$ cat src/rtl/pixel_cipher_pkg.sv
// Shared types and constants for the frame-buffer cipher engine.
package pixel_cipher_pkg;

  typedef enum logic [1:0] {
    IDLE  = 2'd0,
    RUN   = 2'd1,
    DRAIN = 2'd2,
    DONE  = 2'd3
  } state_t;

  localparam logic [1:0] MODE_XOR    = 2'd0;
  localparam logic [1:0] MODE_BYPASS = 2'd1;
  localparam logic [1:0] MODE_SUBST  = 2'd2;

  localparam logic [15:0] LFSR_TAPS         = 16'hB400;
  localparam logic [15:0] LFSR_DEFAULT_SEED = 16'hACE1;

  function automatic logic [15:0] lfsr_step(input logic [15:0] s);
    return (s >> 1) ^ (s[0] ? LFSR_TAPS : 16'h0000);
  endfunction

endpackage

$ cat src/rtl/lfsr_keystream.sv
// 16-bit right-shifting Galois LFSR keystream; a zero seed falls back to the default
// seed so the register can never lock up at zero.
module lfsr_keystream
  import pixel_cipher_pkg::*;
(
  input  logic        clk,
  input  logic        reset,
  input  logic        load,
  input  logic [15:0] seed,
  input  logic        advance,
  output logic [15:0] state
);

  always_ff @(posedge clk) begin
    if (reset) begin
      state <= LFSR_DEFAULT_SEED;
    end else if (load) begin
      state <= (seed == 16'h0000) ? LFSR_DEFAULT_SEED : seed;
    end else if (advance) begin
      state <= lfsr_step(state);
    end
  end

endmodule

$ cat src/rtl/pixel_cipher_engine.sv
// Streaming frame cipher: reads each pixel, transforms it and writes it back at the
// same index, one pixel per cycle while active is held.
module pixel_cipher_engine
  import pixel_cipher_pkg::*;
#(
  parameter int DATA_W       = 8,
  parameter int ADDR_W       = 15,
  parameter int FRAME_PIXELS = 30625,
  parameter int RD_LATENCY   = 1
) (
  input  logic              clk,
  input  logic              reset,
  input  logic              start,
  input  logic [1:0]        mode,
  input  logic [15:0]       key,
  input  logic [DATA_W-1:0] mask,
  input  logic              active,
  output logic              rd_en,
  output logic [ADDR_W-1:0] rd_addr,
  input  logic [DATA_W-1:0] rd_data,
  output logic              wr_en,
  output logic [ADDR_W-1:0] wr_addr,
  output logic [DATA_W-1:0] wr_data,
  output logic              busy,
  output logic              done
);

  localparam int CNT_W = ADDR_W + 1;
  localparam logic [CNT_W-1:0] FRAME_CNT = CNT_W'(FRAME_PIXELS);
  localparam logic [CNT_W-1:0] LAST_IDX  = CNT_W'(FRAME_PIXELS - 1);

  state_t state, state_nxt;

  logic [CNT_W-1:0]      issue_cnt, wr_cnt;
  logic [1:0]            mode_q;
  logic [DATA_W-1:0]     subst_q, mask_q, xformed;
  logic [RD_LATENCY-1:0] vld_pipe;
  logic [ADDR_W-1:0]     addr_pipe [RD_LATENCY];
  logic [15:0]           lfsr;
  logic                  start_ok, last_issue, data_vld;
  logic                  unused_lfsr_hi;

  assign start_ok   = start && ((state == IDLE) || (state == DONE));
  assign last_issue = rd_en && (issue_cnt == LAST_IDX);
  assign data_vld   = vld_pipe[RD_LATENCY-1];
  assign rd_addr    = issue_cnt[ADDR_W-1:0];
  // Only the low DATA_W keystream bits are used for the XOR.
  assign unused_lfsr_hi = ^lfsr;

  always_ff @(posedge clk) begin
    if (reset) state <= IDLE;
    else       state <= state_nxt;
  end

  always_comb begin
    state_nxt = state;
    case (state)
      IDLE, DONE: if (start) state_nxt = RUN;
      RUN:        if (last_issue) state_nxt = DRAIN;
      DRAIN:      if (wr_cnt == FRAME_CNT) state_nxt = DONE;
      default:    state_nxt = IDLE;
    endcase
  end

  always_comb begin
    rd_en = 1'b0;
    busy  = 1'b0;
    done  = 1'b0;
    case (state)
      RUN: begin
        busy  = 1'b1;
        rd_en = active && (issue_cnt < FRAME_CNT);
      end
      DRAIN:   busy = 1'b1;
      DONE:    done = 1'b1;
      default: ;
    endcase
  end

  // Valid/address delay line lines each returning read up with its address.
  always_ff @(posedge clk) begin
    if (reset) begin
      vld_pipe <= '0;
    end else begin
      vld_pipe[0] <= rd_en;
      for (int i = 1; i < RD_LATENCY; i++) vld_pipe[i] <= vld_pipe[i-1];
    end
  end

  always_ff @(posedge clk) begin
    addr_pipe[0] <= rd_addr;
    for (int i = 1; i < RD_LATENCY; i++) addr_pipe[i] <= addr_pipe[i-1];
  end

  always_comb begin
    case (mode_q)
      MODE_XOR:   xformed = rd_data ^ lfsr[DATA_W-1:0];
      MODE_SUBST: xformed = ((rd_data & mask_q) == mask_q) ? subst_q : rd_data;
      default:    xformed = rd_data;
    endcase
  end

  always_ff @(posedge clk) begin
    if (reset) begin
      issue_cnt <= '0;
      wr_cnt    <= '0;
      mode_q    <= MODE_XOR;
      subst_q   <= '0;
      mask_q    <= '0;
      wr_en     <= 1'b0;
      wr_addr   <= '0;
      wr_data   <= '0;
    end else begin
      wr_en <= data_vld;
      if (data_vld) begin
        wr_addr <= addr_pipe[RD_LATENCY-1];
        wr_data <= xformed;
        wr_cnt  <= wr_cnt + CNT_W'(1);
      end
      if (rd_en) issue_cnt <= issue_cnt + CNT_W'(1);
      if (start_ok) begin
        issue_cnt <= '0;
        wr_cnt    <= '0;
        mode_q    <= mode;
        subst_q   <= key[DATA_W-1:0];
        mask_q    <= mask;
      end
    end
  end

  // Keystream steps after each written pixel has used the current value.
  lfsr_keystream u_lfsr (
    .clk     (clk),
    .reset   (reset),
    .load    (start_ok),
    .seed    (key),
    .advance (data_vld),
    .state   (lfsr)
  );

endmodule

$ cat config.mk
export PLATFORM = sky130hd
export DESIGN_NAME = pixel_cipher_engine
export DESIGN_NICKNAME = d
export VERILOG_FILES = /design/src/rtl/pixel_cipher_pkg.sv /design/src/rtl/lfsr_keystream.sv /design/src/rtl/pixel_cipher_engine.sv
export SDC_FILE = /design/constraint.sdc
export NUM_CORES = 1
export LEC_CHECK = 0
export CAP_MARGIN = 20
export CORE_ASPECT_RATIO = 1.2
export CORE_MARGIN = 2
export CORE_UTILIZATION = 34
export CTS_BUF_LIST = sky130_fd_sc_hd__clkbuf_4 sky130_fd_sc_hd__clkbuf_8 sky130_fd_sc_hd__clkbuf_16
export DETAILED_ROUTE_END_ITERATION = 7
export PLACE_DENSITY = 0.6
export SYNTH_ARGS = -nofsm -noshare
export SYNTH_HDL_FRONTEND = slang
export SYNTH_HIERARCHICAL = 1
export SYNTH_SLANG_ARGS = --single-unit
$ cat constraint.sdc
create_clock -name clk -period 2.7 [get_ports clk]
set_input_delay 0.27 -clock clk [delete_from_list [all_inputs] [get_ports clk]]
set_output_delay 0.27 -clock clk [all_outputs]
set_load 0.01 [all_outputs]
Yosys cells after proc, flatten, opt, wreduce, memory -nomap -nowiden
Memories as Yosys holds them, arrays and structs flattened. A register that Yosys moved wholly into a read port is not among the register bits.
Cells that the tools add are included.
{"block": "totals", "reg_bits": 78, "ramBits": 15, "input_bits": 38, "out_inout_bits": 42, "wordCells": 52, "memories": 1}
{"memory": "addr_pipe", "depth": 1, "width": 15, "rd": 1, "rd_clocked_by_memory_dff": 1, "wr": 1, "line": "pixel_cipher_engine.sv:38", "rtl": "logic [ADDR_W-1:0] addr_pipe [RD_LATENCY];"}
{"block": "op_classes", "add_sub_neg": 2, "order_cmp": 1, "eq_ne": 10, "n_mux": 13, "bitwise_logic": 3, "reduce_logical": 12}
{"operator": "$mux 16", "n": 4}
{"operator": "$add 16x1->16 const B", "n": 2}
{"operator": "$eq 16x15->1 const B", "n": 2}
{"operator": "$logic_not 16->1", "n": 1}
{"operator": "$lt 16x15->1 const B", "n": 1}
{"operator": "$pmux 8 s2", "n": 1}
{"operator": "$xor 15x16->16", "n": 1}
{"operator": "$and 8x8->8", "n": 1}
{"operator": "$eq 8x8->1", "n": 1}
{"operator": "$mux 8", "n": 1}
{"operator": "$xor 8x8->8", "n": 1}
{"operator": "$eq 2x2->1 const B", "n": 3}
{"operator": "$mux 2", "n": 3}
{"operator": "$ne 2x2->1 const B", "n": 3}
{"operator": "$pmux 2 s3", "n": 1}
{"operator": "$reduce_or 2->1", "n": 3}
{"operator": "$logic_not 2->1", "n": 2}
{"operator": "$logic_and 1x1->1", "n": 3}
{"operator": "$mux 1", "n": 3}
{"operator": "$reduce_and 3->1", "n": 1}
{"operator": "$eq 2x1->1 const B", "n": 1}
{"operator": "$reduce_bool 2->1", "n": 1}
{"operator": "$logic_or 1x1->1", "n": 1}

Longest topological paths before layout
Gate-level depths: netlist of the first run.
{"block": "depth", "depth_word": 6, "ltp_mapped": 9, "mapped_depth_nobuf": 8}

Hierarchy
Netlist of the first run, hierarchy kept.
{"module": "pixel_cipher_engine", "instances": 1, "cells_each": 462, "area_per_inst_um2": 4017.6, "seq_area_each_um2": 1841.8}
{"module": "lfsr_keystream", "instances": 1, "cells_each": 88, "area_per_inst_um2": 875.8, "seq_area_each_um2": 320.3}

Least setup slack after synthesis of the first run
OpenSTA, ideal clock, no wires.
{"block": "synth_timing", "kind": "register -> register", "startpoint": "register wr_cnt[0]", "endpoint": "register state[0] (netlist name)", "t_arrival_ns": 2.082, "required_ns": 2.613, "path_slack_ns": 0.531, "stages_incl_launch_ff": 7, "n_path_buf": 0, "synth_period_minus_slack_ns": 2.169, "path_cell_list": "dfxtp_1 > ha_1 > or4b_2 > o41ai_2 > o21ai_0 > or4_1 > o31ai_1"}
{"item": "start, declared", "line": "pixel_cipher_engine.sv:34", "rtl": "logic [CNT_W-1:0] issue_cnt, wr_cnt;"}
{"item": "start signal, assigned", "line": "pixel_cipher_engine.sv:118", "rtl": "wr_cnt <= wr_cnt + CNT_W'(1);"}

==> run metrics, run 1 <==
root buf cell=clkbuf_16; compound-gate portion of the synthesized area=0.140; Hold Path Cell Cnt=2; vias=4056; nets@finish=656; RSZ-0062 raised after global routing=no; Post-synth EDFFs=0; Slew Limit Fails=0; CP max stage delay=0.59 ns; H-tree Lvls=3; CTS Buf Count=9; Req. time, crit path=2.95 ns; clk_lat worst skew=0.34 ns; largest net degree at the start of global routing=50; status=finished, final reports clean; Final GP Congestion=0.822; Final min period=2.35 ns; Max transition margin=0.566; P&R area growth vs syn=24.5%; Setup WS pre-CTS=0.350 ns; Leak=2.29 nW; I/O Buffers=79; number of remaining DRC errors=0; grt ovf=0; post-synth top area cell=dfxtp_1; Initial DRT Pass Iterations=4; FF-to-FF Start=wr_cnt[0]; Avg Vias per Cell=5.13; reg2reg setup slack=0.35 ns; max_cap viols=0; Adder-Cell Fraction of Synth Area=0.0205; layout cell share with drive strength beyond 1=0.0862; Synth Register Bits=108; post-route setup TNS=0 ns; CP Launch Type=flop; Peak Freq=425 MHz; Chip Height=135 um; diodes inserted=0; Simple-Gate Fraction of Synth Area=0.212; family with the most delay on the worst path=simple AND/OR/NAND/NOR gates; combinational family with the most area after synthesis=simple AND/OR/NAND/NOR gates; XOR/XNOR Fraction of Synth Area=0.0394; CP Cell Sequence=ha_1 -> or4b_2 -> o41ai_2 -> o21ai_0 -> or4_1 -> o31ai_1; crit path max-delay cell type=or4b_2; syn_area_per_cell=8.90 um^2; DP HPWL=8.58 mm; Final Hold Vio Count=0; r2r endpoint=state[0]; Pwr Density=738 nW/um^2; VDD IR max=328 uV; cts hold-fix bufs=0; CTS tree=yes; Chip Width=114 um; final core occ=0.428; Routed Antenna Nets=0; WL per Instance=15.3 um; Worst-path clk slew=0.07 ns; share of the synthesized area in the top cell type=0.442; site row count=48; total wire length=12.1 mm; # fillers=1393; Tcrit/Tclk final=0.871; Buf/Inv on CP=0; Netlist cell types=52; most common cell in the netlist=dfxtp_1; endpoints failing setup=0; All-Layer GR Usage=0.162; Syn Nets=596; Ports=80; R2R depth=6; worst-margin pin slew=0.651 ns; total core area=14200 um^2; critical path class=reg -> reg; Mapped Area=4890 um^2; HP Start=reset; final worst slack=0.348 ns; first-iteration detailed-routing DRC count=360; first-pass GRT wire length=19.8 mm; YS warnings=6; Hold Path Sink=wr_addr[2]; worst-path fanout max=4; Synth Flop Type=dfxtp_1; WP data arrival=2.60 ns; CTS Buffer Depth=2; CTS Sinks=108; initial antenna violation count=0; Mapped Cells=550; Initial Util=0.344; Post-CTS Repair Setup Buffers=0; Total Power=4.50 mW; synth cell count leaders=108 x dfxtp_1, 75 x nor2_1, 63 x nand2_1, 40 x a21oi_1, 33 x mux2i_1; mux cell area share after synthesis=0.0836; CP Capture Type=flop; ys async rst share=0; Synth area leaders=dfxtp_1 44%, mux2i_1 6.8%, nor2_1 5.8%, nand2_1 4.8%, a21oi_1 4.1%; Die Area=15400 um^2; Worst Skew=0.0110 ns; register area share after synthesis=0.442; class of the worst hold path=in -> reg; vias in the first global route=3974
[final cells by class]
type / count / area [um^2] / area share
Clock buffer: 10 / 233 / 0.0382
Tap cell: 175 / 219 / 0.0359
Clock inverter: 6 / 88.8 / 0.0146
Timing Repair Buffer: 95 / 908 / 0.149
Multi-Input combinational cell: 384 / 2440 / 0.400
Sequential cell: 108 / 2160 / 0.355
Inverter: 12 / 45.0 / 0.00739
[cells in the final DEF (no fill, tap or decap), types with 9 or more instances in the layout]
| cell | instances |
|---|---|
| clkbuf_16 | 9 |
| a211oi_1 | 9 |
| buf_4 | 16 |
| and3_1 | 11 |
| clkdlybuf4s50_1 | 77 |
| o21ai_0 | 14 |
| nand2_1 | 63 |
| xor2_1 | 14 |
| nor2_1 | 75 |
| mux2i_1 | 33 |
| inv_1 | 11 |
| dfxtp_1 | 107 |
| a21oi_1 | 40 |
[sequential cells by signal, summed over array words and instances, names as in the netlist]
register / flops
mode_q: 2
wr_cnt: 16
u_lfsr/state: 16
wr_en: 1
addr_pipe: 15
subst_q: 8
state: 2
mask_q: 8
issue_cnt: 16
wr_addr: 15
wr_data: 8
data_vld: 1
[stage by stage]
| stage | instances | instance area, um^2 | hold WS, ns |
|---|---|---|---|
| global route | 790 | 6090 | 0.267 |
| floorplan | 550 | 4890 | 0.375 |
| detailed placement | 774 | 5770 | 0.399 |
| finish | 790 | 6090 | 0.262 |
| global placement | 774 | 5770 | 0.399 |
| CTS | 790 | 6090 | 0.254 |
[logic make-up (layout without fill, tap and decap cells)]
logic type / count (synthesis) / after routing
adders and majority gates: 8 / 8
xor gates and xnor gates: 22 / 22
buffers and inverters: 58 / 123
muxes: 40 / 40
AOI/OAI and AO/OA: 104 / 104
and+or+nand+nor: 210 / 210
DFF: 108 / 108
[worst max-delay path by stage]
stage | endpoint | depth (start not counted) | from | slack, ns
after floorplan | state[0] | 6 | wr_cnt[0] | 0.53
after global placement | rd_en | 7 | issue_cnt[0] | 0.42
after detailed placement | state[0] | 6 | wr_cnt[0] | 0.35
after CTS | rd_en | 7 | issue_cnt[0] | 0.03
after global routing | state[0] | 6 | wr_cnt[0] | 0.21
final | state[0] | 6 | wr_cnt[0] | 0.35
[per-layer routing]
layer | global-route usage | vias to the layer above | share of wire
li1 | - | 2021 | -
met1 | 0.201 | 1922 | 0.44
met2 | 0.271 | 90 | 0.50
met3 | 0.0264 | 23 | 0.034
met4 | 0.0779 | 0 | 0.026
met5 | 0 | - | 0
[power breakdown]
| group | internal (mW) | switching [mW] | leakage [nW] | total [mW] |
|---|---|---|---|---|
| sequential | 1.76 | 0.154 | 0.878 | 1.91 |
| clock | 0.824 | 0.589 | 0.152 | 1.41 |
| combinational | 0.530 | 0.643 | 1.26 | 1.17 |
[repair_timing]
action	in CTS	in global routing
endpoints found under the setup margin	1	1
pin swaps	0	0
resized for setup	1	1
cloned	0	0
(Power assumes the default switching activity.)
==> run 2, diff against run 1 <==
Settings changed: CAP_MARGIN 20 to unset.
==> results of run 2 <==
Same layout as run 1: the final DEF is identical, and so are final timing and power.
